File: config.mk
export PLATFORM = sky130hd
export DESIGN_NAME = vita_packet_mux36_flat
export DESIGN_NICKNAME = d
export VERILOG_FILES = /design/src/rtl/vita_packet_mux36_pkg.sv /design/src/rtl/vita_packet_mux36_if.sv /design/src/rtl/vita_packet_mux36_rr_arbiter.sv /design/src/rtl/vita_packet_mux36.sv /design/src/flat_wrapper.sv
export SDC_FILE = /design/constraint.sdc
export NUM_CORES = 1
export LEC_CHECK = 0
export BUFFER_PORTS_ARGS = -buffer_cell sky130_fd_sc_hd__buf_2
export CAP_MARGIN = 30
export CORE_ASPECT_RATIO = 1.75
export CORE_MARGIN = 10
export CORE_UTILIZATION = 44
export CTS_CLUSTER_SIZE = 20
export DETAILED_ROUTE_END_ITERATION = 8
export HOLD_SLACK_MARGIN = 0.03
export PLACE_DENSITY = 0.94
export SKIP_CTS_REPAIR_TIMING = 1
export SLEW_MARGIN = 30
export SYNTH_ARGS = -nofsm -noshare
export SYNTH_HDL_FRONTEND = slang
export SYNTH_SLANG_ARGS = --single-unit
File: constraint.sdc
create_clock -name clk -period 4.2 [get_ports clk]
set_input_delay 0.63 -clock clk [delete_from_list [all_inputs] [get_ports clk]]
set_output_delay 0.63 -clock clk [all_outputs]
set_load 0.05 [all_outputs]
File: src/rtl/vita_packet_mux36_pkg.sv
// Shared VITA-36 definitions: bit positions of the 36-bit stream word,
// the mux FSM state encoding and the header rewrite helper.
package vita36_pkg;

    localparam int SOF_BIT     = 32;
    localparam int EOF_BIT     = 33;
    localparam int OCC_HI      = 35;
    localparam int OCC_LO      = 34;
    localparam int HAS_SID_BIT = 28;
    localparam int LEN_HI      = 15;
    localparam int LEN_LO      = 0;

    typedef enum logic [1:0] {
        IDLE      = 2'd0,
        WRITE_HDR = 2'd1,
        WRITE_SID = 2'd2,
        FORWARD   = 2'd3
    } state_t;

    // A header without a SID gets has_sid set, its length bumped for the
    // inserted word, occupancy cleared and EOF removed (EOF moves to the
    // SID word). A header that already carries a SID passes untouched.
    function automatic logic [35:0] rewrite_hdr(input logic [35:0] hdr);
        logic [35:0] r;
        r = hdr;
        if (!hdr[HAS_SID_BIT]) begin
            r[OCC_HI:OCC_LO]  = 2'b00;
            r[EOF_BIT]        = 1'b0;
            r[HAS_SID_BIT]    = 1'b1;
            r[LEN_HI:LEN_LO]  = hdr[LEN_HI:LEN_LO] + 16'd1;
        end
        return r;
    endfunction

endpackage

File: src/rtl/vita_packet_mux36_if.sv
// Stream bundle between the per-channel framers, the packet mux and the
// shared output link. The mux itself uses the slave view.
interface vita_packet_mux36_if #(
    parameter int NUMCHAN = 2
);
    logic [NUMCHAN*36-1:0] in_data;
    logic [NUMCHAN-1:0]    in_src_rdy;
    logic [NUMCHAN-1:0]    in_dst_rdy;
    logic [35:0]           out_data;
    logic                  out_src_rdy;
    logic                  out_dst_rdy;

    modport slave (
        input  in_data, in_src_rdy, out_dst_rdy,
        output in_dst_rdy, out_data, out_src_rdy
    );

    modport master (
        output in_data, in_src_rdy, out_dst_rdy,
        input  in_dst_rdy, out_data, out_src_rdy
    );
endinterface

File: src/rtl/vita_packet_mux36_rr_arbiter.sv
// Round-robin arbiter: combinational search from the pointer upward with
// wrap-around; the pointer moves past the finished channel on advance.
module rr_arbiter
    import vita36_pkg::*;
#(
    parameter int NUMCHAN = 2
) (
    input  logic               clk,
    input  logic               rst,
    input  logic [NUMCHAN-1:0] req,
    input  logic               advance,
    input  logic [3:0]         last_chan,
    output logic [3:0]         grant,
    output logic               grant_vld
);

    localparam logic [3:0] LAST_IDX = 4'(NUMCHAN - 1);

    logic [3:0] ptr_q;
    logic       found;

    // Pointer register: next search starts just after the channel that finished.
    always_ff @(posedge clk) begin
        if (rst) begin
            ptr_q <= 4'd0;
        end else if (advance) begin
            ptr_q <= (last_chan == LAST_IDX) ? 4'd0 : last_chan + 4'd1;
        end
    end

    // First pass covers ptr..NUMCHAN-1, second pass wraps to 0..ptr-1.
    always_comb begin
        grant = 4'd0;
        found = 1'b0;
        for (int i = 0; i < NUMCHAN; i++) begin
            if (!found && req[i] && (i[3:0] >= ptr_q)) begin
                grant = i[3:0];
                found = 1'b1;
            end
        end
        for (int i = 0; i < NUMCHAN; i++) begin
            if (!found && req[i]) begin
                grant = i[3:0];
                found = 1'b1;
            end
        end
        grant_vld = found;
    end

endmodule

File: src/rtl/vita_packet_mux36.sv
// Packet-granular round-robin mux of NUMCHAN VITA-36 streams onto one link,
// inserting a SID word (SID_BASE + channel) after each header lacking one.
module vita_packet_mux36
    import vita36_pkg::*;
#(
    parameter int          NUMCHAN  = 2,
    parameter logic [31:0] SID_BASE = 32'h0
) (
    input  logic                clk,
    input  logic                rst,
    vita_packet_mux36_if.slave  bus,
    input  logic [NUMCHAN-1:0]  chan_enable,
    output logic [3:0]          active_chan
);

    state_t             state_q, state_d;
    logic [3:0]         chan_q, chan_d;
    logic               sid_eof_q, sid_eof_d;
    logic [35:0]        sel_word;
    logic               sel_vld;
    logic [NUMCHAN-1:0] sel_mask;
    logic [NUMCHAN-1:0] sof_vec;
    logic [NUMCHAN-1:0] drain_vec;
    logic               drain_found;
    logic [NUMCHAN-1:0] req;
    logic [3:0]         grant;
    logic               grant_vld;
    logic               advance;
    logic               out_hs;
    logic [31:0]        sid_word;

    assign req         = chan_enable & bus.in_src_rdy & sof_vec;
    assign out_hs      = sel_vld & bus.out_dst_rdy;
    assign sid_word    = SID_BASE + {28'd0, chan_q};
    assign active_chan = chan_q;

    rr_arbiter #(
        .NUMCHAN (NUMCHAN)
    ) u_arb (
        .clk       (clk),
        .rst       (rst),
        .req       (req),
        .advance   (advance),
        .last_chan (chan_q),
        .grant     (grant),
        .grant_vld (grant_vld)
    );

    // Channel select, SOF vector and lowest-index non-SOF drain candidate.
    always_comb begin
        sel_word    = '0;
        sel_vld     = 1'b0;
        sel_mask    = '0;
        sof_vec     = '0;
        drain_vec   = '0;
        drain_found = 1'b0;
        for (int i = 0; i < NUMCHAN; i++) begin
            sof_vec[i] = bus.in_data[36*i + SOF_BIT];
            if (chan_q == i[3:0]) begin
                sel_mask[i] = 1'b1;
                sel_word    = bus.in_data[36*i +: 36];
                sel_vld     = bus.in_src_rdy[i];
            end
            if (!drain_found && chan_enable[i] && bus.in_src_rdy[i] &&
                !bus.in_data[36*i + SOF_BIT]) begin
                drain_vec[i] = 1'b1;
                drain_found  = 1'b1;
            end
        end
    end

    // FSM next state and stream outputs; nothing is registered on the data path.
    always_comb begin
        state_d         = state_q;
        chan_d          = chan_q;
        sid_eof_d       = sid_eof_q;
        advance         = 1'b0;
        bus.out_data    = '0;
        bus.out_src_rdy = 1'b0;
        bus.in_dst_rdy  = '0;
        case (state_q)
            IDLE: begin
                if (grant_vld) begin
                    state_d = WRITE_HDR;
                    chan_d  = grant;
                end else begin
                    bus.in_dst_rdy = drain_vec;
                end
            end
            WRITE_HDR: begin
                bus.out_data    = rewrite_hdr(sel_word);
                bus.out_src_rdy = sel_vld;
                bus.in_dst_rdy  = sel_mask & {NUMCHAN{bus.out_dst_rdy}};
                if (out_hs) begin
                    if (!sel_word[HAS_SID_BIT]) begin
                        state_d   = WRITE_SID;
                        sid_eof_d = sel_word[EOF_BIT];
                    end else if (sel_word[EOF_BIT]) begin
                        state_d = IDLE;
                        advance = 1'b1;
                    end else begin
                        state_d = FORWARD;
                    end
                end
            end
            WRITE_SID: begin
                bus.out_data    = {2'b00, sid_eof_q, 1'b0, sid_word};
                bus.out_src_rdy = 1'b1;
                if (bus.out_dst_rdy) begin
                    if (sid_eof_q) begin
                        state_d = IDLE;
                        advance = 1'b1;
                    end else begin
                        state_d = FORWARD;
                    end
                end
            end
            FORWARD: begin
                bus.out_data    = sel_word;
                bus.out_src_rdy = sel_vld;
                bus.in_dst_rdy  = sel_mask & {NUMCHAN{bus.out_dst_rdy}};
                if (out_hs && sel_word[EOF_BIT]) begin
                    state_d = IDLE;
                    advance = 1'b1;
                end
            end
            default: state_d = IDLE;
        endcase
    end

    // State, granted channel and pending SID-carries-EOF flag.
    always_ff @(posedge clk) begin
        if (rst) begin
            state_q   <= IDLE;
            chan_q    <= 4'd0;
            sid_eof_q <= 1'b0;
        end else begin
            state_q   <= state_d;
            chan_q    <= chan_d;
            sid_eof_q <= sid_eof_d;
        end
    end

endmodule

File: src/flat_wrapper.sv
// flat-port wrapper written by rule: the top's interface ports become plain ports
module vita_packet_mux36_flat import vita36_pkg::*;
#(
    parameter int          NUMCHAN  = 2,
    parameter logic [31:0] SID_BASE = 32'h0
)
  (clk, rst, chan_enable, active_chan, bus_in_data, bus_in_src_rdy, bus_out_dst_rdy, bus_in_dst_rdy, bus_out_data, bus_out_src_rdy);
  vita_packet_mux36_if #(.NUMCHAN(NUMCHAN)) bus_i ();
  input  logic clk;
  input  logic rst;
  input  logic [NUMCHAN-1:0] chan_enable;
  output logic [3:0] active_chan;
  input wire logic [$bits(bus_i.in_data)-1:0] bus_in_data;
  input wire logic [$bits(bus_i.in_src_rdy)-1:0] bus_in_src_rdy;
  input wire logic [$bits(bus_i.out_dst_rdy)-1:0] bus_out_dst_rdy;
  output wire logic [$bits(bus_i.in_dst_rdy)-1:0] bus_in_dst_rdy;
  output wire logic [$bits(bus_i.out_data)-1:0] bus_out_data;
  output wire logic [$bits(bus_i.out_src_rdy)-1:0] bus_out_src_rdy;
  assign bus_i.in_data = bus_in_data;
  assign bus_i.in_src_rdy = bus_in_src_rdy;
  assign bus_i.out_dst_rdy = bus_out_dst_rdy;
  assign bus_in_dst_rdy = bus_i.in_dst_rdy;
  assign bus_out_data = bus_i.out_data;
  assign bus_out_src_rdy = bus_i.out_src_rdy;
  vita_packet_mux36 #(.NUMCHAN(NUMCHAN), .SID_BASE(SID_BASE)) u_core (.clk(clk), .rst(rst), .bus(bus_i), .chan_enable(chan_enable), .active_chan(active_chan));
endmodule
==> summary.json <==
{
  "run_status": "finished clean",
  "maximum_fanout_along_the_worst_path": 43,
  "cp-start-kind": "flop",
  "worst_skew_pair.late_latency_ps": 230,
  "postRouteWirelength_um": 6589,
  "r2r_cells": 5,
  "netlist-cell-type-count": 59,
  "seq_area_frac_synth": 0.06375,
  "worst-endpoint-arrival_ps": 3110,
  "overflow": 0,
  "drt.antenna.violating_nets": 0,
  "worst-endpoint-required_ps": 3570,
  "placed_cell_area_mm2": 0.002110,
  "final-hold-violation-count": 0,
  "power.net_switching_mw": 0.4906,
  "grt_setup_unrepaired": "false",
  "floorplan.die_area_mm2": 0.006452,
  "first_iter_violations": 158,
  "setup_viol_count_final": 0,
  "groute.usage.overall": 0.1924,
  "dpl.cell_count": 364,
  "period_minus_slack_ps": 3736,
  "worst_slew_margin": 0.4043,
  "timing.hold.worst.class": "reg2reg",
  "final_layout_size_suffix_gt1_frac": 0.4211,
  "total_leakage_power_nw": 1.013,
  "maxSlewViolCount": 0,
  "avgViaCountPerCell": 5.666,
  "postSynthCellCount": 216,
  "fin_hold_ws_ps": 493.1,
  "worst-path-stages": 6,
  "clock-root-buffer": "clkbuf_8",
  "max_cap_violations": 0,
  "timing.fmax_mhz": 267.7,
  "p_per_area_mw_per_mm2": 360.0,
  "crit_chain": "mux2_2 > ha_1 > nand4b_1 > or4_1 > a21oi_1 > buf_2",
  "grt_antenna_before_repair": 0,
  "first_pass_grt_wire_length_um": 10300,
  "synth_top_area_frac": 0.2040,
  "rr_startpoint": "u_core.active_chan[0]$_SDFFE_PP0P_",
  "grt_start_max_net_pins": 44,
  "via_count_of_the_first_global_routing_pass": 2209,
  "worst_r2r_endpoint": "u_core.state_q[0]$_SDFFE_PP0P_",
  "yosysTopAreaCell": "mux2i_1",
  "mostFrequentLayoutCell": "buf_2",
  "synth.area.top_cells": "mux2i_1 (20%), dfxtp_1 (6.4%), nor2_1 (5.3%)",
  "remaining_drc_errors": 0,
  "chipWidth_um": 65.16,
  "maximum_resistive_drop_on_vdd_mv": 0.2884,
  "cts_tree": "yes",
  "finalCoreUtilization": 0.6340,
  "cp_top_family": "simple AND/OR/NAND/NOR gates",
  "setup-tns-final_ps": 0,
  "finalWorstSetupSlack_ps": 463.8,
  "globalplace.congestion": 0.8841,
  "critPathLaunch": "u_core.active_chan[0]$_SDFFE_PP0P_",
  "tritoncts.num_buffers": 3,
  "detailed_place_hpwl_um": 5505,
  "synth.ff_latch_count": 5,
  "die-height_um": 99.03,
  "clock_skew_ps": 2.641,
  "seq_power_share": 0.118,
  "power.combinational.fraction": 0.758,
  "p_total_mw": 0.7757,
  "layout.cells.non_filler": 368,
  "detailedPlace.worstSlack_ps": 778.5,
  "clkTransAtPathRegs_ps": 40,
  "type_of_element_capturing_the_critical_path": "output port",
  "critPathMaxStageDelay_ps": 840,
  "synth_edf_count": 0,
  "regToRegSetupSlack_ps": 1740,
  "synth_warnings": 0,
  "async_reset_ff_frac": 0,
  "average_routed_wire_per_standard_cell_um": 17.90,
  "pwr-share-clk": 0.124,
  "placeableCoreArea_mm2": 0.003398,
  "drtPass1Iterations": 4,
  "clock_tree.htree_level_count": 1,
  "finish.net_count": 404,
  "clockBufferDepth": 2,
  "layout_worst_path_cycle_share": 0.8896,
  "initial_core_util": 0.4621,
  "avgSynthCellArea_um2": 7.270,
  "synthesis.area_mm2": 0.001570,
  "insertedDiodeCount": 0,
  "critPathCapture": "bus_out_data[12]",
  "cp.buffers_inverters": 1,
  "worst-slew-pin-transition_ps": 892.5,
  "routed-via-count": 2085,
  "final_cell_area_mm2": 0.002155,
  "switching_share": 0.6324,
  "worstSetupPathType": "reg2out",
  "yosys_most_used_dff": "dfxtp_1",
  "port_buffers": 118,
  "placement_rows": 28,
  "most_frequent_cells_in_the_layout": "buf_2 (118), mux2i_1 (32), nor2_1 (22)",
  "area_growth_pct": 37.21,
  "design.portCount": 122,
  "worst_path_slowest_cell": "dfxtp_2",
  "cts_sinks": 5,
  "intPower_mw": 0.2852
}
[power by group through the flow]
stage	logic, mW	clock network, mW	registers, mW
floorplan	0.476	0	0.0635
global placement	0.581	0	0.0896
detailed placement	0.589	0	0.0910
CTS	0.590	0.0952	0.0902
global route	0.626	0.0990	0.0956
finish	0.588	0.0963	0.0912
[sequential cells by signal, summed over array words and instances (netlist names)]
name                flops
u_core.sid_eof_q        1
u_core.u_arb.ptr_q      1
u_core.state_q          2
u_core.active_chan      1
[final cells by class]
class / instances / area [µm²]
fillers: 333 / 1244
clock buffers: 4 / 45.04
well taps: 45 / 56.30
flip-flops and latches: 5 / 101.3
repair buffers: 119 / 598.1
inverters: 2 / 7.507
multi-input cells: 193 / 1346
[synthesized netlist by cell type, types with 2 or more instances]
| library cell | number |
|---|---|
| o31ai_1 | 4 |
| buf_1 | 2 |
| inv_1 | 2 |
| a21oi_1 | 9 |
| dfxtp_1 | 5 |
| nor2_1 | 22 |
| mux2_1 | 2 |
| and3b_2 | 2 |
| nand3b_1 | 6 |
| or2_2 | 2 |
| o21ai_0 | 2 |
| or2_1 | 2 |
| o32ai_1 | 2 |
| o211ai_1 | 3 |
| mux2_2 | 5 |
| o21ai_1 | 3 |
| nand4b_1 | 3 |
| nor2b_1 | 2 |
| and3_1 | 6 |
| nand3_1 | 11 |
| a22o_1 | 2 |
| nor4_1 | 5 |
| o22ai_1 | 7 |
| a31o_1 | 3 |
| clkbuf_1 | 5 |
| nor3_1 | 4 |
| nand2_1 | 17 |
| o31a_1 | 2 |
| mux2i_1 | 32 |
| xnor2_1 | 2 |
| buf_4 | 7 |
| nand2b_1 | 6 |
| nand4_1 | 3 |
[worst min path at each step]
stage / startpoint / to / slack (ps) / depth (start not counted)
2_1_floorplan: u_core.sid_eof_q$_SDFFE_PP0P_ / u_core.sid_eof_q$_SDFFE_PP0P_ / 450 / 2
3_3_place_gp: u_core.sid_eof_q$_SDFFE_PP0P_ / u_core.sid_eof_q$_SDFFE_PP0P_ / 470 / 2
3_5_place_dp: u_core.sid_eof_q$_SDFFE_PP0P_ / u_core.sid_eof_q$_SDFFE_PP0P_ / 480 / 2
4_1_cts: u_core.sid_eof_q$_SDFFE_PP0P_ / u_core.sid_eof_q$_SDFFE_PP0P_ / 480 / 2
5_1_grt: u_core.sid_eof_q$_SDFFE_PP0P_ / u_core.sid_eof_q$_SDFFE_PP0P_ / 530 / 2
6_report: u_core.sid_eof_q$_SDFFE_PP0P_ / u_core.sid_eof_q$_SDFFE_PP0P_ / 490 / 2
[cell families (layout without fill, tap and decap cells)]
logic type | Yosys count | after routing | synth area share
AOI/OAI and AO/OA | 47 | 47 | 0.2128
buffers and inverters | 20 | 125 | 0.08366
other | 1 | 3 | 0.002388
and+or+nand+nor | 101 | 101 | 0.3642
muxes | 39 | 39 | 0.2542
adders and majority gates | 1 | 1 | 0.007967
DFF | 5 | 5 | 0.06375
xor gates and xnor gates | 2 | 2 | 0.01116
[metal layers]
layer | vias up | GRT usage | wire length [µm]
met1 | 949 | 0.1873 | 2334
met2 | 84 | 0.3668 | 3653
met4 | 0 | 0.07450 | 152
li1 | 1037 | - | -
met3 | 15 | 0.04649 | 449
met5 | - | 0 | 0
[worst min-delay path: stages (launching register included)]
cell and delay, ps:
dfxtp_1 320, o31ai_1 70, a21oi_1 50
Power figures use the tool's default switching activity.
